### src/rtl/ps2_pkg.sv
// Shared PS/2 receive types and constants.
// Used by ps2_frame_rx and by the downstream scan-code decoder.
package ps2_pkg;

    typedef enum logic [1:0] {
        IDLE,
        DATA,
        PARITY,
        STOP
    } Ps2RxState;

    localparam int         PS2_DATA_BITS = 8;
    localparam logic [7:0] PS2_BREAK     = 8'hF0;
    localparam logic [7:0] PS2_EXT       = 8'hE0;

endpackage

### src/rtl/ps2_line_filter.sv
// Two-flop synchroniser plus glitch filter for one PS/2 pin.
// Ports: clock, reset_n (sync, active low), raw_i (async pin),
//        filt_o (filtered level), fall_o (1-cycle falling-edge strobe).
module ps2_line_filter #(
    parameter int FILTER_CYCLES = 8
) (
    input  logic clock,
    input  logic reset_n,
    input  logic raw_i,
    output logic filt_o,
    output logic fall_o
);

    localparam int CW = $clog2(FILTER_CYCLES + 1);

    logic          s1_q;
    logic          s2_q;
    logic          filt_q;
    logic          filt_d;
    logic          prev_q;
    logic [CW-1:0] cnt_q;
    logic [CW-1:0] cnt_d;

    // Count consecutive samples that disagree with the filtered level;
    // any agreeing sample restarts the count.
    always_comb begin
        filt_d = filt_q;
        cnt_d  = '0;
        if (s2_q != filt_q) begin
            if (cnt_q == CW'(FILTER_CYCLES - 1)) begin
                filt_d = s2_q;
            end else begin
                cnt_d = cnt_q + 1'b1;
            end
        end
    end

    always_ff @(posedge clock) begin
        if (!reset_n) begin
            s1_q   <= 1'b1;
            s2_q   <= 1'b1;
            filt_q <= 1'b1;
            prev_q <= 1'b1;
            cnt_q  <= '0;
        end else begin
            s1_q   <= raw_i;
            s2_q   <= s1_q;
            filt_q <= filt_d;
            prev_q <= filt_q;
            cnt_q  <= cnt_d;
        end
    end

    assign filt_o = filt_q;
    assign fall_o = prev_q & ~filt_q;

endmodule

### src/rtl/ps2_frame_rx.sv
// PS/2 device-to-host frame receiver (start, 8 data LSB-first, odd parity, stop).
// Ports: clock, reset_n (sync, active low), ps2_clock/ps2_data (raw pins),
//        ps2_code (last good byte), ps2_code_new (strobe), frame_err (strobe).
// Build option: define PS2_PARITY_CHECK_EN to drop frames with bad parity.
module ps2_frame_rx
    import ps2_pkg::*;
#(
    parameter int FILTER_CYCLES  = 8,
    parameter int TIMEOUT_CYCLES = 100000
) (
    input  logic       clock,
    input  logic       reset_n,
    input  logic       ps2_clock,
    input  logic       ps2_data,
    output logic [7:0] ps2_code,
    output logic       ps2_code_new,
    output logic       frame_err
);

    localparam int TW = $clog2(TIMEOUT_CYCLES);

    logic      clk_fall;
    logic      clk_filt_unused;
    logic      data_filt;
    logic      data_fall_unused;

    Ps2RxState state_q, state_d;
    logic [2:0]    bit_q, bit_d;
    logic [7:0]    shift_q, shift_d;
    logic [TW-1:0] tmo_q, tmo_d;
    logic [7:0]    code_q, code_d;
    logic          new_q, new_d;
    logic          err_q, err_d;
    logic          parity_ok;

    ps2_line_filter #(.FILTER_CYCLES(FILTER_CYCLES)) u_clk_filt (
        .clock   (clock),
        .reset_n (reset_n),
        .raw_i   (ps2_clock),
        .filt_o  (clk_filt_unused),
        .fall_o  (clk_fall)
    );

    ps2_line_filter #(.FILTER_CYCLES(FILTER_CYCLES)) u_data_filt (
        .clock   (clock),
        .reset_n (reset_n),
        .raw_i   (ps2_data),
        .filt_o  (data_filt),
        .fall_o  (data_fall_unused)
    );

`ifdef PS2_PARITY_CHECK_EN
    logic par_q, par_d;
    assign parity_ok = ^{shift_q, par_q};
`else
    assign parity_ok = 1'b1;
`endif

    always_comb begin
        state_d = state_q;
        bit_d   = bit_q;
        shift_d = shift_q;
        tmo_d   = '0;
        code_d  = code_q;
        new_d   = 1'b0;
        err_d   = 1'b0;
`ifdef PS2_PARITY_CHECK_EN
        par_d   = par_q;
`endif
        if (clk_fall) begin
            unique case (state_q)
                IDLE: begin
                    if (!data_filt) begin
                        state_d = DATA;
                        bit_d   = '0;
                    end else begin
                        err_d = 1'b1;
                    end
                end
                DATA: begin
                    shift_d = {data_filt, shift_q[7:1]};
                    bit_d   = bit_q + 1'b1;
                    if (bit_q == 3'(PS2_DATA_BITS - 1)) begin
                        state_d = PARITY;
                    end
                end
                PARITY: begin
`ifdef PS2_PARITY_CHECK_EN
                    par_d = data_filt;
`endif
                    state_d = STOP;
                end
                STOP: begin
                    state_d = IDLE;
                    if (data_filt && parity_ok) begin
                        code_d = shift_q;
                        new_d  = 1'b1;
                    end else begin
                        err_d = 1'b1;
                    end
                end
                default: state_d = IDLE;
            endcase
        end else if (state_q != IDLE) begin
            // Fires as the counter would step onto TIMEOUT_CYCLES-1.
            if (tmo_q == TW'(TIMEOUT_CYCLES - 2)) begin
                state_d = IDLE;
                err_d   = 1'b1;
            end else begin
                tmo_d = tmo_q + 1'b1;
            end
        end
    end

    always_ff @(posedge clock) begin
        if (!reset_n) begin
            state_q <= IDLE;
            bit_q   <= '0;
            shift_q <= '0;
            tmo_q   <= '0;
            code_q  <= 8'h00;
            new_q   <= 1'b0;
            err_q   <= 1'b0;
`ifdef PS2_PARITY_CHECK_EN
            par_q   <= 1'b0;
`endif
        end else begin
            state_q <= state_d;
            bit_q   <= bit_d;
            shift_q <= shift_d;
            tmo_q   <= tmo_d;
            code_q  <= code_d;
            new_q   <= new_d;
            err_q   <= err_d;
`ifdef PS2_PARITY_CHECK_EN
            par_q   <= par_d;
`endif
        end
    end

    assign ps2_code     = code_q;
    assign ps2_code_new = new_q;
    assign frame_err    = err_q;

endmodule
### config.mk
export PLATFORM = sky130hd
export DESIGN_NAME = ps2_frame_rx
export DESIGN_NICKNAME = d
export VERILOG_FILES = /design/src/rtl/ps2_pkg.sv /design/src/rtl/ps2_line_filter.sv /design/src/rtl/ps2_frame_rx.sv
export SDC_FILE = /design/constraint.sdc
export NUM_CORES = 1
export LEC_CHECK = 0
export ABC_AREA = 1
export CAP_MARGIN = 10
export CORE_ASPECT_RATIO = 1.5
export CORE_MARGIN = 3
export CORE_UTILIZATION = 40
export DETAILED_ROUTE_END_ITERATION = 10
export PLACE_DENSITY = 0.62
export SYNTH_ARGS = -nofsm -noshare
export SYNTH_HDL_FRONTEND = slang
export SYNTH_SLANG_ARGS = --single-unit
### constraint.sdc
create_clock -name clock -period 1.7 [get_ports clock]
set_input_delay 0.425 -clock clock [delete_from_list [all_inputs] [get_ports clock]]
set_output_delay 0.425 -clock clock [all_outputs]
set_load 0.02 [all_outputs]
==> Flow_metrics.wiki <==
{| class="wikitable"
! Metric !! Value
|-
| Run status || completed
|-
| CP peak stage delay || 0.59 ns
|-
| Share of cells above drive strength 1 || 18.52%
|-
| Starting utilization of the core area || 41.73%
|-
| Layout Area Growth over Synthesis || 15.37%
|-
| Total of flip-flops plus latches after synthesis || 55
|-
| Routed Antenna Nets || 0
|-
| Total grt overflow || 0
|-
| Sequential cell area fraction in the yosys report || roughly 45%
|-
| Critical path data required time || 1.27 ns
|-
| CP Buf/Inv Count || 1
|-
| Number of antenna violations at the first check in global routing || 0
|-
| Crit share post-route || a little over nine tenths
|-
| Most frequently used flop master after synthesis || dfxtp_1
|-
| Area fraction of the dominant cell type after synthesis || 44.94%
|-
| Maximum fanout along the worst path || 1
|-
| Clock tree from TritonCTS || yes
|-
| Deepest clock path buffer count || 2
|-
| Final number of setup-violating endpoints || 0
|-
| Global-route wire length before repair || 7817 um
|-
| Largest cells by area after synthesis || dfxtp_1, nand2_1, nor2_1
|-
| Clock skew after layout || a little under 0.007 ns
|-
| Setup repair after global routing missed its margin || no
|-
| Final instance area || 2826 um^2
|-
| Remaining design rule violation count || 0
|-
| Power per standard cell area || 739.6 nW/um^2
|-
| Crit path time final || 1.636 ns
|-
| Via-per-instance ratio || 4.785
|-
| Die Y-Extent || 101.9 um
|-
| Max-cap violations || 0
|-
| Kind of end point of the critical path || primary output
|-
| Count of synthesis-stage warnings from yosys || 0
|-
| Total die area || 7119 um^2
|-
| Static leakage || 1.211 nW
|-
| Cell with the most instances after synthesis || dfxtp_1
|-
| Kind of cell adding the most delay to the critical path || buffers and inverters
|-
| Final Max Slew Viols || 0
|-
| Number of global-route vias before repair || 1888
|-
| Cell area after placement || 2709 um^2
|-
| Area of the mapped netlist || 2450 um^2
|-
| Die Wd || ~70 um
|-
| Max Freq || a little over 600 MHz
|-
| Post-synth top area cell || dfxtp_1
|-
| Total clock sinks || 55
|-
| Number of rows created at floorplan || 34
|-
| Clock transition at the registers of the reported paths || approximately 0.1 ns
|-
| Insertion delay of the later-clocked pin in the worst-skew pair || roughly 0.30 ns
|-
| Number of DRC markers after the initial detailed-route iteration || 75
|-
| Per-instance average area after synthesis || between 8 and 9 um^2
|-
| HPWL after DPL || 3339 um
|-
| Maximum number of pins on one net before global-route repair || 18
|-
| Worst setup timing slack at the placement stage || -0.04561 ns
|-
| Sort of element at the start of the critical path || flop
|-
| Arrival time at the worst endpoint || 1.21 ns
|-
| Nets || between 300 and 400
|-
| Worst Setup Slack, final || 0.06380 ns
|-
| Unique masters post-synth || 37
|-
| Number of antenna repair diodes || 0
|-
| Transition time of the tightest slew-check pin || 0.4514 ns
|-
| Worst supply voltage drop on vdd || around 500 uV
|-
| Worst-path cell with the longest stage delay || clkdlybuf4s50_1
|-
| Worst-case headroom to the max-slew limit || 69.67%
|-
| Number of buffers inserted by hold repair at cts || 0
|-
| Kind of critical path || flop to primary output
|-
| GPL Wtd Cong || 0.8064
|-
| Hold violation count in the final report || 0
|-
| IO Port Bufs || 13
|-
| 1st-pass router iterations || 4
|-
| Via count || around 1900
|-
| IO Pins || 14
|-
| Critical-path cell list || clkdlybuf4s50_1
|-
| Standard cell core area || 5871 um^2
|-
| WL final || 4364 um
|-
| Post-DR wirelength/cell || 11.02 um
|-
| Total CTS buffers || 5
|-
| Clock Root Buffer || clkbuf_8
|-
| Count of flip-flops with a built-in enable after synthesis || 0
|-
| Kind of path behind the tightest hold check || flop to flop
|-
| GR Util All Layers || 13.36%
|-
| Number of instances in the synthesized netlist || 300
|-
| Syn nets || approximately 320
|-
| H-tree depth || 2
|-
| Async set or reset register ratio after synthesis || 0%
|-
| Most instantiated cells after synthesis || dfxtp_1, nand2_1, nor2_1
|}
state kept, by name (all words and copies together), names as in the netlist:
| name | count |
|---|---|
| u_clk_filt.cnt_q | 4 |
| ps2_code_new | 1 |
| shift_q | 8 |
| u_data_filt.cnt_q | 4 |
| u_data_filt.s1_q | 1 |
| frame_err | 1 |
| ps2_code | 8 |
| state_q | 2 |
| u_clk_filt.s1_q | 1 |
| u_data_filt.filt_o | 1 |
| u_clk_filt.s2_q | 1 |
| u_clk_filt.filt_o | 1 |
| u_data_filt.s2_q | 1 |
| u_clk_filt.prev_q | 1 |
| tmo_q | 17 |
| bit_q | 3 |
stage by stage:
step / cells / power (mW) / TNS, ns / util (%) / hold WS (ns)
after CTS: 396 / 2.124 / 0 / 47.80 / 0.4258
after global routing: 396 / 2.161 / 0 / 48.15 / 0.4423
final: 396 / 2.090 / 0 / 48.15 / 0.4217
after global placement: 388 / 1.364 / -0.01231 / 46.14 / 0.3957
after detailed placement: 388 / 1.365 / -0.04561 / 46.14 / 0.4017
after floorplan: 300 / 1.341 / 0 / - / 0.3925
area by class of cell:
type | count | area [um^2]
Inverter | 37 | 138.9
Clock buffer | 6 | 82.58
Tap cell | 72 | 90.09
Clock inverter | 2 | 16.27
Fill cell | 600 | 3044
Sequential cell | 55 | 1104
Multi-Input combinational cell | 202 | 1169
Timing Repair Buffer | 22 | 226.5
worst paths after layout:
path | start | endpoint | slack [ns] | cells after the start
worst min-delay path | u_clk_filt.s1_q$_SDFF_PN1_ | u_clk_filt.s2_q$_SDFF_PN1_ | 0.42 | 1
worst min register to register | u_clk_filt.s1_q$_SDFF_PN1_ | u_clk_filt.s2_q$_SDFF_PN1_ | 0.42 | 1
worst max-delay path | ps2_code_new$_SDFF_PN0_ | ps2_code_new | 0.06 | 1
worst max register to register | tmo_q[0]$_SDFF_PP0_ | tmo_q[16]$_SDFF_PP0_ | 0.24 | 10
layout by cell type, fill, tap and decap left out, drive strengths merged:
cell type,count
dlygate4sd2,1
buf,9
clkdlybuf4s50,5
inv,36
nor2,50
o211a,1
dlymetal6s2s,7
a21oi,24
o21a,1
nor3,9
nand3b,1
a211o,1
o221ai,1
nand2,50
and2,1
nand3,8
or2,7
o21ai,22
nand4,3
o211ai,2
nor3b,5
clkinv,2
clkbuf,6
xor2,3
clkinvlp,1
xnor2,2
ha,11
dfxtp,55
layer usage:
layer  up-vias  global-route usage [%]  share of wire [%]  wire (um)
li1       1002                       -                  -          -
met1       860                   14.40                 43       1855
met2        27                   24.76                 53       2322
met3         6                   2.854                2.9        125
met4         0                   6.342                1.4         60
met5         -                       0                  0          0
kinds of logic after synthesis:
group,Yosys count,share of synthesized area (%)
and+or+nand+nor,134,28.24
DFF,55,44.94
AOI/OAI and AO/OA,52,12.05
buffers and inverters,43,7.354
adders and majority gates,11,5.618
xor gates and xnor gates,5,1.788
repair_timing:
action | in CTS | in global routing
buffers inserted | 0 | 0
gates resized for setup | 1 | 10
setup endpoints to repair | 1 | 11
pin swaps | 0 | 0
report_power, final:
part | total (mW) | leakage [nW] | switching [mW] | internal (mW)
Combinational | 0.0379 | 0.718 | 0.0172 | 0.0207
Clock | 0.756 | 0.0474 | 0.423 | 0.333
Sequential | 1.30 | 0.445 | 0.00331 | 1.29
Total | 2.09 | 1.21 | 0.443 | 1.65
No activity file was read; power rests on OpenSTA's default activity.
